[config.mk]
export PLATFORM = sky130hd
export DESIGN_NAME = d5m_axis_capture_flat
export DESIGN_NICKNAME = d
export VERILOG_FILES = /design/src/rtl/d5m_axis_capture_if.sv /design/src/rtl/d5m_axis_capture.sv /design/src/flat_wrapper.sv
export SDC_FILE = /design/constraint.sdc
export NUM_CORES = 1
export LEC_CHECK = 0
export BUFFER_PORTS_ARGS = -buffer_cell sky130_fd_sc_hd__buf_2
export CAP_MARGIN = 10
export CORE_ASPECT_RATIO = 2
export CORE_UTILIZATION = 30
export CTS_CLUSTER_DIAMETER = 100
export DETAILED_ROUTE_END_ITERATION = 12
export RECOVER_POWER = 100
export SYNTH_ARGS = -nofsm -noshare
export SYNTH_HDL_FRONTEND = slang
export SYNTH_SLANG_ARGS = --single-unit
[constraint.sdc]
create_clock -name rgb_m_axis_aclk -period 3.46 [get_ports rgb_m_axis_aclk]
set_input_delay 0.865 -clock rgb_m_axis_aclk [delete_from_list [all_inputs] [get_ports rgb_m_axis_aclk]]
set_output_delay 0.865 -clock rgb_m_axis_aclk [all_outputs]
set_load 0.005 [all_outputs]
[src/rtl/d5m_axis_capture_if.sv]
// -----------------------------------------------------------------------------
// d5m_axis_capture_if
//
// Purpose : AXI4-Stream video bundle carried out of the D5M capture block.
//
// Signals : tready - sink ready (driven by the slave)
//           tvalid - beat valid
//           tdata  - TDATA_WIDTH bits, pixel 0 in the LSBs
//           tuser  - start of frame, set on the first beat of a frame
//           tlast  - end of line, set on the last beat of a line
//
// Modports: master - the capture block (drives tvalid/tdata/tuser/tlast)
//           slave  - the downstream consumer (drives tready)
// -----------------------------------------------------------------------------
interface d5m_axis_capture_if #(
   parameter int unsigned TDATA_WIDTH = 12
) ();

   logic                   tready;
   logic                   tvalid;
   logic [TDATA_WIDTH-1:0] tdata;
   logic                   tuser;
   logic                   tlast;

   modport master (
      input  tready,
      output tvalid,
      output tdata,
      output tuser,
      output tlast
   );

   modport slave (
      output tready,
      input  tvalid,
      input  tdata,
      input  tuser,
      input  tlast
   );

endinterface

[src/rtl/d5m_axis_capture.sv]
// -----------------------------------------------------------------------------
// d5m_axis_capture
//
// Purpose : Captures Bayer pixels from a Terasic D5M style parallel sensor port
//           (ifval / ilval / idata), packs PPC pixels per beat and emits them on
//           an AXI4-Stream master through a first-word-fall-through FIFO.
//           tuser marks the first beat of a frame, tlast the last beat of a line.
//
// Parameters:
//   DATA_WIDTH - bits per Bayer pixel
//   PPC        - pixels packed per output beat (1, 2 or 4)
//   FIFO_DEPTH - output buffer depth in beats (power of two, >= 4)
//
// Ports:
//   rgb_m_axis_aclk    - sole clock
//   rgb_m_axis_aresetn - synchronous active-low reset
//   ifval / ilval      - frame valid / line valid from the sensor
//   idata              - pixel, sampled while ifval & ilval
//   test_en            - (optional) replace idata by the in-line pixel index
//   ovf_clr            - clears the sticky overflow flag
//   overflow           - set when a beat was dropped on a full FIFO
//   frame_cnt          - number of completed frames (wraps)
//   line_pixels        - pixel count of the last completed line
//   rgb_m_axis         - AXI4-Stream master (tready/tvalid/tdata/tuser/tlast)
//
// Build option:
//   D5M_CAPTURE_TEST_PATTERN_EN - when defined adds the test_en input, which
//   substitutes idata with a per-line ramp (0 at the first pixel of each line).
// -----------------------------------------------------------------------------
module d5m_axis_capture #(
   parameter int unsigned DATA_WIDTH = 12,
   parameter int unsigned PPC        = 1,
   parameter int unsigned FIFO_DEPTH = 16
) (
   input  logic                  rgb_m_axis_aclk,
   input  logic                  rgb_m_axis_aresetn,
   input  logic                  ifval,
   input  logic                  ilval,
   input  logic [DATA_WIDTH-1:0] idata,
`ifdef D5M_CAPTURE_TEST_PATTERN_EN
   input  logic                  test_en,
`endif
   input  logic                  ovf_clr,
   output logic                  overflow,
   output logic [15:0]           frame_cnt,
   output logic [15:0]           line_pixels,
   d5m_axis_capture_if.master    rgb_m_axis
);

   localparam int unsigned BeatW  = PPC * DATA_WIDTH;
   localparam int unsigned CntW   = $clog2(PPC + 1);
   localparam int unsigned PtrW   = $clog2(FIFO_DEPTH);
   localparam int unsigned EntryW = BeatW + 2;

   typedef enum logic [1:0] {
      StIdle,
      StWaitLine,
      StInLine,
      StFlush
   } state_e;

   state_e state_q, state_d;

   logic ifval_q;
   logic line_active;
   logic fval_rise;

   // FSM decoded controls
   logic frame_start;
   logic frame_end;
   logic line_start;
   logic pix_take;
   logic line_end;
   logic flush;

   // Pixel packing
   logic [DATA_WIDTH-1:0] pix;
   logic [BeatW-1:0]      pack_q, pack_d;
   logic [CntW-1:0]       pack_cnt_q, pack_cnt_d;
   logic [BeatW-1:0]      pend_q, pend_d;
   logic                  pend_vld_q, pend_vld_d;
   logic [15:0]           line_cnt_q, line_cnt_d;
   logic [15:0]           line_pixels_q, line_pixels_d;
   logic [15:0]           frame_cnt_q, frame_cnt_d;
   logic                  sof_q, sof_d;
   logic                  overflow_q, overflow_d;

   // FIFO
   logic              wr_en;
   logic              wr_last;
   logic [EntryW-1:0] wr_entry;
   logic [EntryW-1:0] mem_q [FIFO_DEPTH];
   logic [EntryW-1:0] rd_entry;
   logic [PtrW:0]     wr_ptr_q, wr_ptr_d;
   logic [PtrW:0]     rd_ptr_q, rd_ptr_d;
   logic              fifo_empty;
   logic              fifo_full;
   logic              rd_en;
   logic              wr_ok;
   logic              drop;

   assign line_active = ifval & ilval;
   // ifval_q resets high so a frame already running at reset exit never
   // looks like a rising edge.
   assign fval_rise   = ifval & ~ifval_q;

   // ---------------------------------------------------------------------------
   // FSM: state register
   // ---------------------------------------------------------------------------
   always_ff @(posedge rgb_m_axis_aclk) begin
      if (!rgb_m_axis_aresetn) begin
         state_q <= StIdle;
         ifval_q <= 1'b1;
      end else begin
         state_q <= state_d;
         ifval_q <= ifval;
      end
   end

   // ---------------------------------------------------------------------------
   // FSM: next state
   // ---------------------------------------------------------------------------
   always_comb begin
      state_d = state_q;
      unique case (state_q)
         StIdle: begin
            if (fval_rise) state_d = StWaitLine;
         end
         StWaitLine: begin
            if (!ifval)     state_d = StIdle;
            else if (ilval) state_d = StInLine;
         end
         StInLine: begin
            if (!line_active) state_d = StFlush;
         end
         StFlush: begin
            state_d = StWaitLine;
         end
         default: state_d = StIdle;
      endcase
   end

   // ---------------------------------------------------------------------------
   // FSM: decoded outputs
   // ---------------------------------------------------------------------------
   always_comb begin
      frame_start = (state_q == StIdle) && fval_rise;
      frame_end   = (state_q == StWaitLine) && !ifval;
      line_start  = (state_q == StWaitLine) && line_active;
      pix_take    = line_start || ((state_q == StInLine) && line_active);
      line_end    = (state_q == StInLine) && !line_active;
      flush       = (state_q == StFlush);
   end

   // ---------------------------------------------------------------------------
   // Pixel source
   // ---------------------------------------------------------------------------
`ifdef D5M_CAPTURE_TEST_PATTERN_EN
   logic [15:0] line_idx;

   always_comb begin
      line_idx = line_start ? 16'd0 : line_cnt_q;
      pix      = test_en ? DATA_WIDTH'(line_idx) : idata;
   end
`else
   always_comb begin
      pix = idata;
   end
`endif

   // ---------------------------------------------------------------------------
   // Packing, pending beat and status next-state
   //
   // The pack register always keeps at least the latest pixel of a line; it only
   // moves to the pending register when the next pixel arrives or the line ends.
   // The pending beat therefore knows whether it is the last one of the line.
   // ---------------------------------------------------------------------------
   always_comb begin
      pack_d        = pack_q;
      pack_cnt_d    = pack_cnt_q;
      pend_d        = pend_q;
      pend_vld_d    = pend_vld_q;
      line_cnt_d    = line_cnt_q;
      line_pixels_d = line_pixels_q;
      frame_cnt_d   = frame_cnt_q;
      sof_d         = sof_q;
      wr_en         = 1'b0;
      wr_last       = 1'b0;

      if (frame_start) sof_d = 1'b1;

      if (pix_take) begin
         line_cnt_d = line_start ? 16'd1 : line_cnt_q + 16'd1;

         if (pack_cnt_q == CntW'(PPC)) begin
            pend_d     = pack_q;
            pend_vld_d = 1'b1;
            wr_en      = pend_vld_q;
         end

         if ((pack_cnt_q == CntW'(PPC)) || (pack_cnt_q == '0)) begin
            // Start a fresh pack; upper slots stay zero for padding.
            pack_d                   = '0;
            pack_d[DATA_WIDTH-1:0]   = pix;
            pack_cnt_d               = CntW'(1);
         end else begin
            for (int i = 1; i < int'(PPC); i++) begin
               if (pack_cnt_q == CntW'(i)) pack_d[i*DATA_WIDTH +: DATA_WIDTH] = pix;
            end
            pack_cnt_d = pack_cnt_q + CntW'(1);
         end
      end

      if (line_end) begin
         // Full or partial (already zero padded) pack becomes the tlast beat.
         pend_d     = pack_q;
         pend_vld_d = 1'b1;
         wr_en      = pend_vld_q;
         pack_d     = '0;
         pack_cnt_d = '0;
      end

      if (flush) begin
         wr_en         = pend_vld_q;
         wr_last       = 1'b1;
         pend_vld_d    = 1'b0;
         line_pixels_d = line_cnt_q;
      end

      if (frame_end) frame_cnt_d = frame_cnt_q + 16'd1;

      if (wr_en) sof_d = 1'b0;
   end

   always_ff @(posedge rgb_m_axis_aclk) begin
      if (!rgb_m_axis_aresetn) begin
         pack_q        <= '0;
         pack_cnt_q    <= '0;
         pend_q        <= '0;
         pend_vld_q    <= 1'b0;
         line_cnt_q    <= '0;
         line_pixels_q <= '0;
         frame_cnt_q   <= '0;
         sof_q         <= 1'b0;
         overflow_q    <= 1'b0;
      end else begin
         pack_q        <= pack_d;
         pack_cnt_q    <= pack_cnt_d;
         pend_q        <= pend_d;
         pend_vld_q    <= pend_vld_d;
         line_cnt_q    <= line_cnt_d;
         line_pixels_q <= line_pixels_d;
         frame_cnt_q   <= frame_cnt_d;
         sof_q         <= sof_d;
         overflow_q    <= overflow_d;
      end
   end

   // ---------------------------------------------------------------------------
   // First-word-fall-through output FIFO
   // ---------------------------------------------------------------------------
   assign wr_entry   = {sof_q, wr_last, pend_q};
   assign fifo_empty = (wr_ptr_q == rd_ptr_q);
   assign fifo_full  = (wr_ptr_q[PtrW] != rd_ptr_q[PtrW]) &&
                       (wr_ptr_q[PtrW-1:0] == rd_ptr_q[PtrW-1:0]);
   assign rd_en      = !fifo_empty && rgb_m_axis.tready;
   // A read in the same cycle frees the slot, so a full FIFO still accepts.
   assign wr_ok      = wr_en && (!fifo_full || rd_en);
   assign drop       = wr_en && fifo_full && !rd_en;

   always_comb begin
      wr_ptr_d   = wr_ptr_q;
      rd_ptr_d   = rd_ptr_q;
      overflow_d = overflow_q;
      if (wr_ok) wr_ptr_d = wr_ptr_q + (PtrW+1)'(1);
      if (rd_en) rd_ptr_d = rd_ptr_q + (PtrW+1)'(1);
      // Set wins over clear.
      if (drop)         overflow_d = 1'b1;
      else if (ovf_clr) overflow_d = 1'b0;
   end

   always_ff @(posedge rgb_m_axis_aclk) begin
      if (!rgb_m_axis_aresetn) begin
         wr_ptr_q <= '0;
         rd_ptr_q <= '0;
      end else begin
         wr_ptr_q <= wr_ptr_d;
         rd_ptr_q <= rd_ptr_d;
      end
   end

   // Storage needs no reset: nothing is visible while the FIFO is empty.
   always_ff @(posedge rgb_m_axis_aclk) begin
      if (wr_ok) mem_q[wr_ptr_q[PtrW-1:0]] <= wr_entry;
   end

   assign rd_entry = mem_q[rd_ptr_q[PtrW-1:0]];

   // ---------------------------------------------------------------------------
   // Outputs
   // ---------------------------------------------------------------------------
   always_comb begin
      rgb_m_axis.tvalid = !fifo_empty;
      rgb_m_axis.tdata  = fifo_empty ? '0 : rd_entry[BeatW-1:0];
      rgb_m_axis.tlast  = !fifo_empty && rd_entry[BeatW];
      rgb_m_axis.tuser  = !fifo_empty && rd_entry[BeatW+1];
      overflow          = overflow_q;
      frame_cnt         = frame_cnt_q;
      line_pixels       = line_pixels_q;
   end

endmodule

[src/flat_wrapper.sv]
// flat-port wrapper written by rule: the top's interface ports become plain ports
module d5m_axis_capture_flat 
#(
   parameter int unsigned DATA_WIDTH = 12,
   parameter int unsigned PPC        = 1,
   parameter int unsigned FIFO_DEPTH = 16
)
  (rgb_m_axis_aclk, rgb_m_axis_aresetn, ifval, ilval, idata, ovf_clr, overflow, frame_cnt, line_pixels, rgb_m_axis_tready, rgb_m_axis_tvalid, rgb_m_axis_tdata, rgb_m_axis_tuser, rgb_m_axis_tlast);
  d5m_axis_capture_if #(.TDATA_WIDTH(((12) * PPC))) rgb_m_axis_i ();
  input  logic rgb_m_axis_aclk;
  input  logic rgb_m_axis_aresetn;
  input  logic ifval;
  input  logic ilval;
  input  logic [DATA_WIDTH-1:0] idata;
  input  logic ovf_clr;
  output logic overflow;
  output logic [15:0] frame_cnt;
  output logic [15:0] line_pixels;
  input wire logic [$bits(rgb_m_axis_i.tready)-1:0] rgb_m_axis_tready;
  output wire logic [$bits(rgb_m_axis_i.tvalid)-1:0] rgb_m_axis_tvalid;
  output wire logic [$bits(rgb_m_axis_i.tdata)-1:0] rgb_m_axis_tdata;
  output wire logic [$bits(rgb_m_axis_i.tuser)-1:0] rgb_m_axis_tuser;
  output wire logic [$bits(rgb_m_axis_i.tlast)-1:0] rgb_m_axis_tlast;
  assign rgb_m_axis_i.tready = rgb_m_axis_tready;
  assign rgb_m_axis_tvalid = rgb_m_axis_i.tvalid;
  assign rgb_m_axis_tdata = rgb_m_axis_i.tdata;
  assign rgb_m_axis_tuser = rgb_m_axis_i.tuser;
  assign rgb_m_axis_tlast = rgb_m_axis_i.tlast;
  d5m_axis_capture #(.DATA_WIDTH(DATA_WIDTH), .PPC(PPC), .FIFO_DEPTH(FIFO_DEPTH)) u_core (.rgb_m_axis_aclk(rgb_m_axis_aclk), .rgb_m_axis_aresetn(rgb_m_axis_aresetn), .ifval(ifval), .ilval(ilval), .idata(idata), .ovf_clr(ovf_clr), .overflow(overflow), .frame_cnt(frame_cnt), .line_pixels(line_pixels), .rgb_m_axis(rgb_m_axis_i));
endmodule
==> flow_summary.rst, run 1 <==
.. list-table::
   :header-rows: 1

   * - Metric
     - Value
   * - Worst Reg2Reg Path Length in Cells
     - 7
   * - Final net count
     - 934
   * - HPWL Detailed
     - 20.08 mm
   * - Number of core rows
     - 105
   * - Worst-path fanout max
     - 11
   * - Weighted congestion reported at the end of routability-driven placement
     - 0.7898
   * - CTS Root Cell
     - clkbuf_16
   * - Maximum frequency from static timing analysis
     - 305.7 MHz
   * - Syn avg cell area
     - 15.22 sq um
   * - Primary FF master, synth
     - edfxtp_1
   * - RSZ-0062 raised after global routing
     - no
   * - Count of buffers inserted at the top-level ports
     - 65
   * - Initial Util
     - 0.3034
   * - Proportion of register bits with asynchronous set or reset after synthesis
     - 0
   * - Clock net sink count
     - 317
   * - Net count after synthesis
     - 846
   * - Avg Vias per Cell
     - 4.795
   * - Count of flip-flops with a built-in enable after synthesis
     - 224
   * - Flops & latches, synth
     - 317
   * - Synthesized instance count
     - 817
   * - Unique cell type count in the Yosys netlist
     - 47
   * - CTS tree
     - built
   * - Origin of the critical flop-to-flop path
     - u_core.state_q[1]
   * - Netlist Area Pre-Place
     - 0.01243 sq mm
   * - Data required time of the critical path
     - 2.59 ns
   * - Total wirelength of the detailed-routed design
     - 28.38 mm
   * - Largest stage delay on the critical path
     - 0.49 ns
   * - Routing usage on met1
     - 0.1350
   * - Number of maximum-capacitance violations
     - 1
   * - Final Setup Violations
     - 0
   * - Die area
     - 0.04232 sq mm
   * - Final period util
     - 0.9455
   * - DRC errors left
     - 0
   * - Peak VDD IR
     - 0.3520 mV
   * - Antenna violations before repair
     - 0
   * - Vias in the first global route
     - 7339
   * - Worst Hold Class
     - flip-flop to flip-flop
   * - Global routing usage on met3
     - 0.01321
   * - Run status
     - finished with violations
   * - Total Neg Setup Slack
     - 0 ns
   * - Clock Latency Late Sink
     - 0.55 ns
   * - Violated checks
     - capacitance limit, slew limit
   * - Critical Path End
     - rgb_m_axis_tdata[7]
   * - Critical path class
     - flip-flop to output port
   * - Num CTS Buffers
     - 25
   * - Global-route congestion overflow total
     - 0
   * - Min setup slack post-route
     - 0.1885 ns
   * - Core area
     - 0.04099 sq mm
   * - Most congested layer reported by global routing
     - met2
   * - Number of hold violations in the final report
     - 0
   * - Worst clock skew
     - 0.02674 ns
   * - Leakage dissipation
     - 4.146 nW
   * - Crit start category
     - flip-flop
   * - Post-route cell area
     - 0.01431 sq mm
   * - Slack of the worst reg-to-reg path
     - 0.39 ns
   * - Most used cells in the layout excluding fill and tap cells
     - edfxtp_1, dfxtp_1, nand2_1
   * - Starting DRC count in detailed routing
     - 378
   * - Transition time of the tightest slew-check pin
     - 1.532 ns
   * - Ratio of total power to cell area
     - 494.7 mW/mm^2
   * - Ratio of cells with drive above 1 in the final layout
     - 0.1981
   * - Final worst path period need
     - 3.271 ns
   * - Post-route antenna net violation count
     - 0
   * - Setup crit end kind
     - output port
   * - Setup slack at placement
     - 0.4598 ns
   * - Average detailed-routed wire length per instance
     - 19.45 um
   * - Diode count
     - 0
   * - Number of warnings issued by yosys
     - 0
   * - Worst r2r dst
     - u_core.mem_q[15][7]
   * - Count of final max-slew check failures
     - 25
   * - Horizontal die dimension
     - 146.0 um
   * - Maximum number of pins on one net before global-route repair
     - 50
   * - Count of pins on the block boundary
     - 66
   * - M2 GR Usage
     - 0.2706
   * - Share of the yosys chip area belonging to registers
     - 0.6907
   * - CTS clk-pin slew, worst paths
     - 0.07 ns
   * - Commonest non-fill, non-tap cell in the layout
     - edfxtp_1
   * - Deepest clock path buffer count
     - 3
   * - Slew margin rel.
     - -0.02108
   * - Area after detailed placement
     - 0.01354 sq mm
   * - Die height
     - 289.9 um
   * - Data arrival time of the critical path
     - 2.41 ns
   * - Number of levels the H-tree was split into
     - 1
   * - Routed via count
     - 6996
   * - Highest-delay cell along the critical path
     - dfxtp_1
   * - Pre-antenna DRT Iters
     - 4
   * - Relative area change from synthesis to final layout
     - 15.04%
   * - Wire length of the first global-routing pass
     - 43.42 mm
   * - GRT Util Overall
     - 0.1355
   * - Beginning of the critical path
     - u_core.wr_ptr_q[3]
   * - Series of cell instances along the critical path
     - xnor2_1, and4_1, and2_0, buf_4, nor3_1, clkbuf_1
## report_power, final
| part | total (mW) | switching [mW] | internal, mW |
|---|---|---|---|
| combinational | 0.115 | 0.0754 | 0.0394 |
| clock | 2.92 | 1.34 | 1.58 |
| sequential | 4.04 | 0.0160 | 4.02 |
| total | 7.08 | 1.43 | 5.64 |
## critical path, delay by kind of cell, from the launching register on
family,cells,cell delay [ns]
and+or+nand+nor,3,0.86
DFF,1,0.49
buffers and inverters,2,0.36
xor gates and xnor gates,1,0.13
## logic make-up after synthesis
group           after synthesis  synth area share
flops                       317            0.6907
simple gates                233           0.09237
compound gates               95           0.04709
mux                          84            0.1241
buf+inv                      53           0.01781
xor+xnor                     24           0.01690
fa+ha+maj                    11           0.01107
## routing by layer
metal  routed length (um)  vias to the layer above
li1                     -                     3297
met1                 9999                     3529
met2                16440                      126
met3                  746                       44
met4                 1189                        0
met5                    0                        -
## cells in the mapped netlist, drive strengths merged, types with 5 or more instances
master	number	area, sq um
edfxtp	224	6726
dfxtp	93	1862
nand2	81	304.0
mux4	56	1261
nor2	47	176.4
a21oi	40	200.2
o22ai	29	181.4
mux2i	27	270.3
clkbuf	25	95.09
and3	19	118.9
buf	18	88.84
nor3	18	90.09
xnor2	17	148.9
nand3	13	70.07
nand2b	12	75.07
ha	11	137.6
inv	10	37.54
nand4	10	77.57
nor4	7	43.79
xor2	7	61.31
and2	6	37.54
or4	6	45.04
o31ai	5	37.54
or3	5	31.28
## stage by stage
stage	cells	power (mW)	hold slack, ns	utilization
floorplan	817	4.202	0.4321	-
global placement	1411	4.244	0.4399	0.3304
detailed placement	1411	4.245	0.4457	0.3304
CTS	1457	7.153	0.4315	0.3508
global route	1459	7.290	0.4594	0.3490
finish	1459	7.077	0.4379	0.3490
## state kept, by name (all words and copies together) (netlist names), named ones only
name	flops
u_core.mem_q	224
u_core.frame_cnt	16
u_core.line_cnt_q	16
u_core.line_pixels	16
u_core.pack_q	12
u_core.pend_q	12
u_core.rd_ptr_q	5
u_core.wr_ptr_q	5
u_core.state_q	2
u_core.ifval_q	1
u_core.overflow	1
u_core.pack_cnt_q	1
u_core.pend_vld_q	1
u_core.sof_q	1
## cell type report
cell class / instances / area (sq um)
Clock inverter: 12 / 126.4
Multi-Input combinational cell: 447 / 3615
Inverter: 10 / 37.54
Timing Repair Buffer: 104 / 558.0
Sequential cell: 317 / 8600
Clock buffer: 34 / 699.4
Tap cell: 535 / 669.4
Fill cell: 4032 / 26680
## what timing repair did
action	CTS	global route
setup endpoints to repair	11	1
hold buffers	0	0
setup buffers	0	2
cloned	0	0
gates resized for setup	4	0
## how the worst min path moves through the flow
stage,startpoint,end,slack [ns],cells after the start
after detailed placement,u_core.pack_q[10],u_core.pend_q[10],0.45,2
after floorplan,u_core.pack_q[0],u_core.pend_q[0],0.43,2
after CTS,u_core.pack_q[10],u_core.pend_q[10],0.43,2
after global routing,u_core.pack_q[2],u_core.pend_q[2],0.46,2
after global placement,u_core.pack_q[1],u_core.pend_q[1],0.44,2
final,u_core.pack_q[10],u_core.pend_q[10],0.44,2
Power figures use the tool's default switching activity.
==> run 2, diff against run 1 <==
==> constraint.sdc (replaced) <==
create_clock -name rgb_m_axis_aclk -period 3.8 [get_ports rgb_m_axis_aclk]
set_input_delay 0.95 -clock rgb_m_axis_aclk [delete_from_list [all_inputs] [get_ports rgb_m_axis_aclk]]
set_output_delay 0.95 -clock rgb_m_axis_aclk [all_outputs]
set_load 0.005 [all_outputs]
==> run 2 against run 1 <==
Compared with the run above:
- the flow still finishes with violations (capacitance limit, slew limit)
- first-iteration DRC count rose by 18%
- sequential share of layout area rose by 0.23 points
- final cell count fell by 1.1%
- utilization fell by 0.16 points
- largest cell class unchanged
- die area did not move
- total power fell by 6.5%
- count of clock-buffer cells in the layout fell by 5
- via count rose by 0.37%
- register-to-register slack improved by 0.25 ns
==> flow_summary.rst, run 2 (synthesis results as in run 1) <==
.. list-table::
   :header-rows: 1

   * - Metric
     - Value
   * - Run status
     - finished with violations
   * - Violated checks
     - capacitance limit, slew limit
   * - Postcts setup bufs
     - 0 (unchanged)
   * - Count of buffers inserted at the top-level ports
     - 65 (unchanged)
   * - GRT Util Overall
     - 0.1360 (+0.0004350)
   * - Maximum number of pins on one net before global-route repair
     - 50 (unchanged)
   * - Die height
     - 289.9 um (unchanged)
   * - Number of flip-flops in the largest register
     - 224 (unchanged)
   * - Post-route antenna net violation count
     - 0 (unchanged)
   * - Peak VDD IR
     - 0.3382 mV (-3.9%)
   * - Clock Latency Late Sink
     - 0.56 ns (about the same)
   * - Final worst path period need
     - 3.583 ns
   * - HPWL Detailed
     - 19.85 mm (-1.2%)
   * - Min setup slack post-route
     - 0.2171 ns (+0.02856 ns)
   * - Slack of the worst reg-to-reg path
     - 0.64 ns (+0.25 ns)
   * - Worst Reg2Reg Path Length in Cells
     - 7 (unchanged)
   * - Relative area change from synthesis to final layout
     - 14.51%
   * - Horizontal die dimension
     - 146.0 um (unchanged)
   * - FILL cells
     - 3962 (-1.7%)
   * - RSZ-0062 raised after global routing
     - no
   * - Count of pins on the block boundary
     - 66 (unchanged)
   * - DRC errors left
     - 0 (unchanged)
   * - Diode count
     - 0 (unchanged)
   * - CTS tree
     - built
   * - Number of levels the H-tree was split into
     - 1 (unchanged)
   * - Worst r2r dst
     - u_core.mem_q[2][8]
   * - Clock net sink count
     - 317 (unchanged)
   * - Number of hold violations in the final report
     - 0 (unchanged)
   * - CTS clk-pin slew, worst paths
     - 0.07 ns (about the same)
   * - Post_cts resized
     - 0 (-4)
   * - Hold path start
     - u_core.pack_q[1]
   * - Total wirelength of the detailed-routed design
     - 28.17 mm (-0.74%)
   * - Final Setup Violations
     - 0 (unchanged)
   * - Pre-antenna DRT Iters
     - 4 (unchanged)
   * - Origin of the critical flop-to-flop path
     - u_core.state_q[0]
   * - Wire length of the first global-routing pass
     - 43.72 mm (+0.68%)
   * - Setup slack at placement
     - 0.6429 ns (+0.1831 ns)
   * - Hold buffers post-CTS
     - 0 (unchanged)
   * - Critical path class
     - flip-flop to output port
   * - Ratio of total power to cell area
     - 464.8 mW/mm^2 (-6.0%)
   * - Starting DRC count in detailed routing
     - 445 (+18%)
   * - Transition time of the tightest slew-check pin
     - 1.942 ns (+0.4104 ns)
   * - Initial Util
     - 0.3034 (unchanged)
   * - Vias in the first global route
     - 7493 (+2.1%)
   * - Antenna violations before repair
     - 0 (unchanged)
   * - Commonest non-fill, non-tap cell in the layout
     - edfxtp_1
   * - CTS Root Cell
     - clkbuf_16
   * - Deepest clock path buffer count
     - 3 (unchanged)
   * - Ratio of cells with drive above 1 in the final layout
     - 0.1817 (-0.01633)
   * - Avg Vias per Cell
     - 4.866 (+1.5%)
   * - Routed via count
     - 7022 (+0.37%)
   * - Setup crit end kind
     - output port
   * - Num CTS Buffers
     - 27 (+8.0%)
   * - Slew margin rel.
     - -0.2947 (-0.2736)
   * - Number of maximum-capacitance violations
     - 1 (unchanged)
   * - Crit start category
     - flip-flop
   * - Count of final max-slew check failures
     - 34 (+36%)
   * - Die area
     - 0.04232 sq mm (unchanged)
   * - Final net count
     - 917 (-1.8%)
   * - Total Neg Setup Slack
     - 0 ns (unchanged)
   * - Weighted congestion reported at the end of routability-driven placement
     - 0.8175 (+3.5%)
   * - Global-route congestion overflow total
     - 0 (unchanged)
   * - Most used cells in the layout excluding fill and tap cells
     - edfxtp_1, dfxtp_1, nand2_1
   * - Average detailed-routed wire length per instance
     - 19.52 um (+0.36%)
   * - Critical Path End
     - rgb_m_axis_tuser
   * - Number of core rows
     - 105 (unchanged)
   * - Data required time of the critical path
     - 2.85 ns (+0.26 ns)
   * - Leakage dissipation
     - 4.078 nW (-1.6%)
   * - Worst Hold Class
     - flip-flop to flip-flop
   * - Worst-path fanout max
     - 18 (+7)
   * - Worst clock skew
     - 0.01801 ns (-0.008730 ns)
   * - Final Total Pwr
     - 6.618 mW (-6.5%)
   * - Final period util
     - 0.9429
   * - Data arrival time of the critical path
     - 2.63 ns (+0.22 ns)
   * - Maximum frequency from static timing analysis
     - 279.1 MHz
   * - Core area
     - 0.04099 sq mm (unchanged)
run 2: cell types whose count changed in the layout (fill, tap and decap cells not counted), sizes merged:
| cell | delta |
|---|---|
| buf | -13 |
| clkbuf | -11 |
| clkinv | +6 |
| bufinv | +2 |
run 2: worst min-delay path by stage:
stage	endpoint	slack [ns]	depth (start not counted)
floorplan	u_core.pend_q[0]	0.43	2
global placement	u_core.pend_q[1]	0.44	2
detailed placement	u_core.pend_q[11]	0.45	2
CTS	u_core.pend_q[1]	0.44	2
global route	u_core.pend_q[1]	0.47	2
finish	u_core.pend_q[1]	0.44	2
run 2: area by class of cell:
class | instances | area, sq um | area share
inverters | 10 | 37.54 | 0.002636
multi-input cells | 447 | 3617 | 0.2540
well taps | 535 | 669.4 | 0.04701
flip-flops and latches | 317 | 8592 | 0.6034
clock inverters | 20 | 217.7 | 0.01529
clock buffers | 29 | 683.2 | 0.04798
repair buffers | 85 | 421.7 | 0.02961
run 2: power breakdown:
part,internal [mW],switching (mW),leakage (nW),total (mW)
Combinational,0.0369,0.0696,1.21,0.106
Sequential,3.67,0.0149,2.42,3.68
Clock,1.59,1.25,0.444,2.83
Total,5.29,1.33,4.08,6.62
run 2: through the flow:
step                      hold slack (ns)  area [sq um]  std cells  utilization
after floorplan                    0.4321         12430        817            -
after global placement             0.4401         13420       1394       0.3273
after detailed placement           0.4453         13420       1394       0.3273
after CTS                          0.4450         14320       1443       0.3493
after global routing               0.4655         14240       1443       0.3474
final                              0.4431         14240       1443       0.3474
run 2: worst max-delay path, cell delays in order (launching register included):
cell and delay (ns):
dfxtp_2 0.73, nand2b_1 0.46, o22ai_1 0.58, nor3_1 0.15
clkbuf_1 0.14
run 2: routing by layer:
metal,wire length [um],GRT usage,vias up
met5,0,0,-
met1,9736,0.1325,3519
met2,16310,0.2726,167
li1,-,-,3267
met3,839,0.01462,69
met4,1283,0.07214,0
